## config.mk

```make
export PLATFORM = sky130hd
export DESIGN_NAME = morse_letter_decoder_flat
export DESIGN_NICKNAME = d
export VERILOG_FILES = /design/src/rtl/morse_pkg.sv /design/src/rtl/morse_letter_decoder_if.sv /design/src/rtl/morse_tick_gen.sv /design/src/rtl/morse_letter_decoder.sv /design/src/flat_wrapper.sv
export SDC_FILE = /design/constraint.sdc
export NUM_CORES = 1
export LEC_CHECK = 0
export ABC_CLOCK_PERIOD_IN_PS = 6890
export CORE_AREA = 2 2 80 82
export DETAILED_ROUTE_END_ITERATION = 10
export DIE_AREA = 0 0 82 84
export GPL_ROUTABILITY_DRIVEN = 0
export PLACE_DENSITY = 0.56
export SETUP_SLACK_MARGIN = 0.4
export SYNTH_ARGS = -nofsm -noshare
export SYNTH_HDL_FRONTEND = slang
export SYNTH_SLANG_ARGS = --single-unit
```

## constraint.sdc

```tcl
create_clock -name CLOCK_50 -period 6.89 [get_ports CLOCK_50]
set_clock_uncertainty 0.05 [all_clocks]
set_input_delay 1.0335 -clock CLOCK_50 [delete_from_list [all_inputs] [get_ports CLOCK_50]]
set_output_delay 1.0335 -clock CLOCK_50 [all_outputs]
set_load 0.01 [all_outputs]
```

## src/rtl/morse_pkg.sv

```systemverilog
// Shared Morse definitions for the letter encoder/decoder pair.
// Contents: letter codes A..H (match the encoder's SW[2:0] encoding),
// symbol encoding, half-unit thresholds, decoder state enum and the
// (nsym, sym) -> {hit, code} lookup used when a letter is closed.
package morse_pkg;

    localparam logic [2:0] LETTER_A = 3'd0;
    localparam logic [2:0] LETTER_B = 3'd1;
    localparam logic [2:0] LETTER_C = 3'd2;
    localparam logic [2:0] LETTER_D = 3'd3;
    localparam logic [2:0] LETTER_E = 3'd4;
    localparam logic [2:0] LETTER_F = 3'd5;
    localparam logic [2:0] LETTER_G = 3'd6;
    localparam logic [2:0] LETTER_H = 3'd7;

    localparam logic SYM_DOT  = 1'b0;
    localparam logic SYM_DASH = 1'b1;

    // Thresholds in half-units (one half-unit = TICK_DIV/2 clocks).
    localparam logic [3:0] DOT_MAX_H  = 4'd3;
    localparam logic [3:0] DASH_MAX_H = 4'd8;
    localparam logic [3:0] GAP_H      = 4'd4;
    localparam logic [3:0] HCNT_MAX   = 4'd15;
    localparam logic [2:0] MAX_SYM    = 3'd4;

    typedef enum logic [1:0] {
        ST_IDLE  = 2'd0,
        ST_MARK  = 2'd1,
        ST_SPACE = 2'd2,
        ST_EMIT  = 2'd3
    } morse_state_e;

    // Returns {hit, code}. The first keyed symbol sits in the highest
    // used bit of sym, so only sym[nsym-1:0] is significant.
    function automatic logic [3:0] lookup_letter(input logic [2:0] nsym,
                                                 input logic [3:0] sym);
        logic [3:0] res;
        res = 4'b0000;
        case (nsym)
            3'd1: begin
                if (sym[0] == SYM_DOT) res = {1'b1, LETTER_E};
                else                   res = 4'b0000;
            end
            3'd2: begin
                if (sym[1:0] == 2'b01) res = {1'b1, LETTER_A};
                else                   res = 4'b0000;
            end
            3'd3: begin
                case (sym[2:0])
                    3'b100:  res = {1'b1, LETTER_D};
                    3'b110:  res = {1'b1, LETTER_G};
                    default: res = 4'b0000;
                endcase
            end
            3'd4: begin
                case (sym)
                    4'b1000: res = {1'b1, LETTER_B};
                    4'b1010: res = {1'b1, LETTER_C};
                    4'b0010: res = {1'b1, LETTER_F};
                    4'b0000: res = {1'b1, LETTER_H};
                    default: res = 4'b0000;
                endcase
            end
            default: res = 4'b0000;
        endcase
        return res;
    endfunction

endpackage

```

## src/rtl/morse_letter_decoder_if.sv

```systemverilog
// Keyed-line input and decoded-letter outputs of the Morse letter decoder.
//   morse_in      keyed line, 1 = mark (asynchronous to the clock)
//   letter        decoded letter code, held until the next valid
//   letter_valid  one-cycle pulse, letter updated
//   letter_err    one-cycle pulse, malformed/unknown letter
//   busy          decoder is inside a letter
// master drives the line (encoder / bench), slave is the decoder.
interface morse_letter_decoder_if;
    logic       morse_in;
    logic [2:0] letter;
    logic       letter_valid;
    logic       letter_err;
    logic       busy;

    modport master (output morse_in, input letter, letter_valid, letter_err, busy);
    modport slave  (input morse_in, output letter, letter_valid, letter_err, busy);
endinterface

```

## src/rtl/morse_tick_gen.sv

```systemverilog
// Half-unit tick generator.
//   clk    system clock
//   reset  synchronous, active-high
//   clr    restart the half-unit from zero (line edge)
//   tick   high on the cycle the divider wraps
// tick does not depend on clr, so a half-unit that completes on the same
// cycle as an edge is still reported.
module morse_tick_gen #(
    parameter int TICK_DIV = 25_000_000
) (
    input  logic clk,
    input  logic reset,
    input  logic clr,
    output logic tick
);
    localparam int HALF = TICK_DIV / 2;
    localparam int CW   = (HALF > 1) ? $clog2(HALF) : 1;
    localparam logic [CW-1:0] LAST = CW'(HALF - 1);
    localparam logic [CW-1:0] ONE  = CW'(1);
    localparam logic [CW-1:0] ZERO = CW'(0);

    logic [CW-1:0] cnt_r;

    // Divider counting 0..HALF-1, restarted by clr.
    always_ff @(posedge clk) begin
        if (reset) begin
            cnt_r <= ZERO;
        end else if (clr) begin
            cnt_r <= ZERO;
        end else if (cnt_r == LAST) begin
            cnt_r <= ZERO;
        end else begin
            cnt_r <= cnt_r + ONE;
        end
    end

    assign tick = (cnt_r == LAST);
endmodule

```

## src/rtl/morse_letter_decoder.sv

```systemverilog
// Morse letter decoder: measures mark/space durations of a keyed line in
// half-units and recovers letters A..H as 3-bit codes.
//   CLOCK_50  system clock (rising edge)
//   reset     synchronous, active-high
//   bus       slave side of morse_letter_decoder_if (morse_in in;
//             letter, letter_valid, letter_err, busy out, all registered)
module morse_letter_decoder
    import morse_pkg::*;
#(
    parameter int TICK_DIV = 25_000_000
) (
    input  logic                         CLOCK_50,
    input  logic                         reset,
    morse_letter_decoder_if.slave        bus
);
    logic         sync1_r, sync2_r, prev_r;
    logic         rise_s, fall_s, edge_s, tick_s;
    logic [3:0]   hcnt_r, hmeas_s;
    morse_state_e state_r, state_n;
    logic [3:0]   sym_r, sym_n;
    logic [2:0]   nsym_r, nsym_n;
    logic         errf_r, errf_n;
    logic [2:0]   letter_r, letter_n;
    logic         valid_r, valid_n, lerr_r, lerr_n, busy_r;
    logic [3:0]   hit_code_s;

    // Two-flop synchronizer plus previous-value flop for edge detection.
    always_ff @(posedge CLOCK_50) begin
        if (reset) begin
            sync1_r <= 1'b0;
            sync2_r <= 1'b0;
            prev_r  <= 1'b0;
        end else begin
            sync1_r <= bus.morse_in;
            sync2_r <= sync1_r;
            prev_r  <= sync2_r;
        end
    end

    assign rise_s = sync2_r & ~prev_r;
    assign fall_s = ~sync2_r & prev_r;
    assign edge_s = rise_s | fall_s;

    morse_tick_gen #(.TICK_DIV(TICK_DIV)) u_tick (
        .clk   (CLOCK_50),
        .reset (reset),
        .clr   (edge_s),
        .tick  (tick_s)
    );

    // Half-unit count since the last edge, saturating.
    always_ff @(posedge CLOCK_50) begin
        if (reset) begin
            hcnt_r <= 4'd0;
        end else if (edge_s) begin
            hcnt_r <= 4'd0;
        end else if (tick_s && (hcnt_r != HCNT_MAX)) begin
            hcnt_r <= hcnt_r + 4'd1;
        end
    end

    // Duration including a half-unit that completes this very cycle, so a
    // W-cycle interval measures exactly floor(W / half-unit).
    always_comb begin
        if (tick_s && (hcnt_r != HCNT_MAX)) begin
            hmeas_s = hcnt_r + 4'd1;
        end else begin
            hmeas_s = hcnt_r;
        end
    end

    assign hit_code_s = lookup_letter(nsym_r, sym_r);

    // Next-state, symbol store and result logic.
    always_comb begin
        state_n  = state_r;
        sym_n    = sym_r;
        nsym_n   = nsym_r;
        errf_n   = errf_r;
        letter_n = letter_r;
        valid_n  = 1'b0;
        lerr_n   = 1'b0;
        case (state_r)
            ST_IDLE: begin
                // prev_r catches a rise that arrived while in EMIT.
                if (rise_s || prev_r) begin
                    sym_n  = 4'd0;
                    nsym_n = 3'd0;
                    if (fall_s) begin
                        // Missed mark already ended: only a glitch fits here.
                        errf_n  = 1'b1;
                        state_n = ST_SPACE;
                    end else begin
                        errf_n  = 1'b0;
                        state_n = ST_MARK;
                    end
                end else begin
                    state_n = ST_IDLE;
                end
            end
            ST_MARK: begin
                if (fall_s) begin
                    state_n = ST_SPACE;
                    if ((hmeas_s == 4'd0) || (hmeas_s > DASH_MAX_H)) begin
                        errf_n = 1'b1;
                    end else if (nsym_r == MAX_SYM) begin
                        errf_n = 1'b1;
                    end else begin
                        sym_n  = {sym_r[2:0], (hmeas_s > DOT_MAX_H) ? SYM_DASH : SYM_DOT};
                        nsym_n = nsym_r + 3'd1;
                    end
                end else begin
                    state_n = ST_MARK;
                end
            end
            ST_SPACE: begin
                // Closing the letter wins over a rise on the same cycle.
                if (tick_s && (hmeas_s == GAP_H)) begin
                    state_n = ST_EMIT;
                end else if (rise_s) begin
                    state_n = ST_MARK;
                end else begin
                    state_n = ST_SPACE;
                end
            end
            ST_EMIT: begin
                state_n = ST_IDLE;
                if (!errf_r && hit_code_s[3]) begin
                    valid_n  = 1'b1;
                    letter_n = hit_code_s[2:0];
                end else begin
                    lerr_n = 1'b1;
                end
            end
            default: begin
                state_n = ST_IDLE;
            end
        endcase
    end

    // State, symbol store and registered outputs.
    always_ff @(posedge CLOCK_50) begin
        if (reset) begin
            state_r  <= ST_IDLE;
            sym_r    <= 4'd0;
            nsym_r   <= 3'd0;
            errf_r   <= 1'b0;
            letter_r <= 3'd0;
            valid_r  <= 1'b0;
            lerr_r   <= 1'b0;
            busy_r   <= 1'b0;
        end else begin
            state_r  <= state_n;
            sym_r    <= sym_n;
            nsym_r   <= nsym_n;
            errf_r   <= errf_n;
            letter_r <= letter_n;
            valid_r  <= valid_n;
            lerr_r   <= lerr_n;
            busy_r   <= (state_n != ST_IDLE);
        end
    end

    assign bus.letter       = letter_r;
    assign bus.letter_valid = valid_r;
    assign bus.letter_err   = lerr_r;
    assign bus.busy         = busy_r;
endmodule

```

## src/flat_wrapper.sv

```systemverilog
// flat-port wrapper written by rule: the top's interface ports become plain ports
module morse_letter_decoder_flat import morse_pkg::*;
#(
    parameter int TICK_DIV = 25_000_000
)
  (CLOCK_50, reset, bus_morse_in, bus_letter, bus_letter_valid, bus_letter_err, bus_busy);
  morse_letter_decoder_if bus_i ();
  input  logic CLOCK_50;
  input  logic reset;
  input wire logic [$bits(bus_i.morse_in)-1:0] bus_morse_in;
  output wire logic [$bits(bus_i.letter)-1:0] bus_letter;
  output wire logic [$bits(bus_i.letter_valid)-1:0] bus_letter_valid;
  output wire logic [$bits(bus_i.letter_err)-1:0] bus_letter_err;
  output wire logic [$bits(bus_i.busy)-1:0] bus_busy;
  assign bus_i.morse_in = bus_morse_in;
  assign bus_letter = bus_i.letter;
  assign bus_letter_valid = bus_i.letter_valid;
  assign bus_letter_err = bus_i.letter_err;
  assign bus_busy = bus_i.busy;
  morse_letter_decoder #(.TICK_DIV(TICK_DIV)) u_core (.CLOCK_50(CLOCK_50), .reset(reset), .bus(bus_i));
endmodule
```

==> flow_summary.toml <==
[layout]
nets = 290
utilization_pct = 42.92
register_area_um2 = 940.9
drive_gt1_share_pct = 8.633
syn_to_final_growth_pct = 10.40
n_antenna_cell = 0
multiInputGateArea_um2 = 1354
n_fill_cell = 629

[worst_setup_path]
critPathMostFrequentCell = "or2_2"
cp.arrival_ns = 2.86
slowest_delay_ns = 0.68
worstSetupStartpointType = "input pin"
path_cells = "clkdlybuf4s50_1 > or2_2 > or2_2 > a21oi_1"
crit_path_end_kind = "flip-flop"
cp.required_ns = 7.07
path_max_fanout = 23
worst-setup-path-type = "in2reg"
crit_slowest_cell = "clkdlybuf4s50_1"

[synth]
async_flop_share_pct = 0
synth.ff_latch_count = 47
synthCells = 270
synth_area_um2 = 2370
yosysWarnings = 0
ys_seq_area_share_pct = 39.70
syn_nets = 283
synth_edf_count = 0
synth.distinct_cells = 45
avgSynthCellArea_um2 = 8.777
synthFlopType = "dfxtp_1"

[clocking]
clk_latency_ns = 0.30
post_cts.resized_instances = 0
clk_path_buf_depth = 2
cts_hold_buf = 0
clock_sinks = 47
numCtsBuffers = 5
clockRootBuffer = "clkbuf_8"
cts_tree = "done"
htreeDepth = 2
clkTransAtPathRegs_ns = 0.09
post_cts_buffers = 0

[grt]
grt_pass1_wl_um = 7624
grt_pass1_vias = 1700
overflow = 0
antenna_found_initial = 0
gr-usage-all-layers_pct = 14.12
grt_max_degree = 24

[floorplan]
io_pins = 9
die_w_um = 82
die_area_um2 = 6888
row_count = 29
core_um2 = 6096
start_util_pct = 38.88
chipHeight_um = 84

[sta]
min_period_ns = 2.676
worstMarginPinSlew_ns = 0.7908
finalMaxSlewViolations = 0
rsz0062_at_grt = "false"
finalCritPeriodShare_pct = 38.84
setup_viol = 0
finalHoldViolCount = 0
slew-limit-headroom_pct = 46.79
setup_slack_ns = 4.214
final.setup.tns_ns = 0
fmax_mhz = 373.7

[route]
drc = 0
vias = 1788
first_pass_iters = 4
routedWlPerCell_um = 12.06
routed_wl_um = 4280
first_iter_violations = 63
antenna_left = 0
via_per_inst = 5.037

[placed_design]
dp_hpwl_um = 3111
place_ws_ns = 3.861
numPortBuffers = 8

[power]
max-vdd-ir-drop_mv = 0.08127
p_leak_nw = 0.9217
cellPowerDensity_nw_per_um2 = 182.5

[job]
maxCapViolations = 0

[min_path]
hold_path.class = "reg2reg"

[run_status]
outcome = "finished clean"
[stage by stage]
| step | area, µm² | cells | power, mW | hold slack, ns |
|---|---|---|---|---|
| floorplan | 2370 | 270 | 0.2969 | 0.3638 |
| global placement | 2516 | 347 | 0.3021 | 0.3736 |
| detailed placement | 2516 | 347 | 0.3024 | 0.3792 |
| CTS | 2616 | 355 | 0.4864 | 0.4062 |
| global route | 2616 | 355 | 0.4987 | 0.4104 |
| finish | 2616 | 355 | 0.4776 | 0.3999 |
[power breakdown]
group	leakage, nW	switching, mW	internal [mW]	total (mW)
Clock	0.0515	0.0903	0.0917	0.182
Combinational	0.490	0.0109	0.00697	0.0179
Sequential	0.380	0.00295	0.275	0.278
[cells in the mapped netlist, drive strengths merged (4+ instances only)]
| master | count | share of area [%] |
|---|---|---|
| xnor2 | 10 | 3.7 |
| dfxtp | 47 | 40 |
| inv | 12 | 1.9 |
| and3 | 7 | 1.9 |
| nand3 | 13 | 2.7 |
| xor2 | 13 | 4.8 |
| a22o | 4 | 1.5 |
| ha | 10 | 5.3 |
| nand4 | 10 | 2.9 |
| nand2 | 17 | 2.7 |
| nor2b | 7 | 1.8 |
| nor2 | 44 | 7.1 |
| mux2i | 6 | 2.5 |
| or3 | 4 | 1.1 |
| nor3 | 6 | 1.3 |
| a21oi | 15 | 3.2 |
| clkbuf | 8 | 1.3 |
| o21ai | 5 | 1.1 |
[final timing paths]
kind / start / end / slack, ns / cells after the start
worst max register to register: u_core.u_tick.cnt_r[9] / u_core.nsym_r[0] / 4.30 / 7
worst min register to register: u_core.sync1_r / u_core.sync2_r / 0.40 / 1
worst max-delay path: reset / u_core.u_tick.cnt_r[16] / 4.21 / 4
worst min-delay path: u_core.sync1_r / u_core.sync2_r / 0.40 / 1
[flip-flops by register name (all words and copies together), names as in the netlist, 2 cells and up]
name	flops
u_core.u_tick.cnt_r	24
u_core.sym_r	4
u_core.hcnt_r	4
u_core.state_r	2
u_core.nsym_r	3
u_core.bus.letter	3
[metal layers]
metal / GRT usage, % / wire [µm] / vias to the layer above
li1: - / - / 952
met1: 20.30 / 2303 / 814
met2: 19.81 / 1798 / 14
met3: 3.896 / 93 / 8
met4: 5.455 / 85 / 0
met5: 0 / 0 / -
[layout by cell type (no fill, tap or decap), drive strengths merged, types with 2 or more instances in the layout]
master | synthesis | final
a22o | 4 | 4
nor4 | 3 | 3
or2 | 3 | 3
clkdlybuf4s50 | 0 | 8
mux2i | 6 | 6
nor2b | 7 | 7
inv | 12 | 12
a21oi | 15 | 15
nand2b | 2 | 2
nand2 | 17 | 17
o211ai | 3 | 3
nor3b | 2 | 2
nand3 | 13 | 13
a31o | 2 | 2
xor2 | 13 | 13
dfxtp | 47 | 47
o21ai | 5 | 5
ha | 10 | 10
or4b | 2 | 2
nor2 | 44 | 44
xnor2 | 10 | 10
and3 | 7 | 7
clkbuf | 8 | 8
nor3 | 6 | 6
or3 | 4 | 4
nand4 | 10 | 10
[cell families (layout without fill, tap and decap cells)]
logic type                 count (synthesis)  in the layout  share of synthesized area (%)
AOI/OAI and AO/OA                         36             36                          10.45
xor gates and xnor gates                  23             23                          8.500
adders and majority gates                 10             10                          5.280
buffers and inverters                     20             28                          3.168
DFF                                       47             47                          39.70
muxes                                      7              7                          3.010
and+or+nand+nor                          127            127                          29.88
[layout make-up]
type / instances / share of cell area [%]
repair buffers: 8 / 3.061
well taps: 77 / 3.682
inverters: 12 / 1.722
multi-input cells: 203 / 51.75
clock buffers: 8 / 3.826
flip-flops and latches: 47 / 35.96
[critical path, delay by kind of cell]
family | cells | cell delay [ns]
and+or+nand+nor | 2 | 0.95
buffers and inverters | 1 | 0.68
AOI/OAI and AO/OA | 1 | 0.18
(Power assumes the default switching activity.)
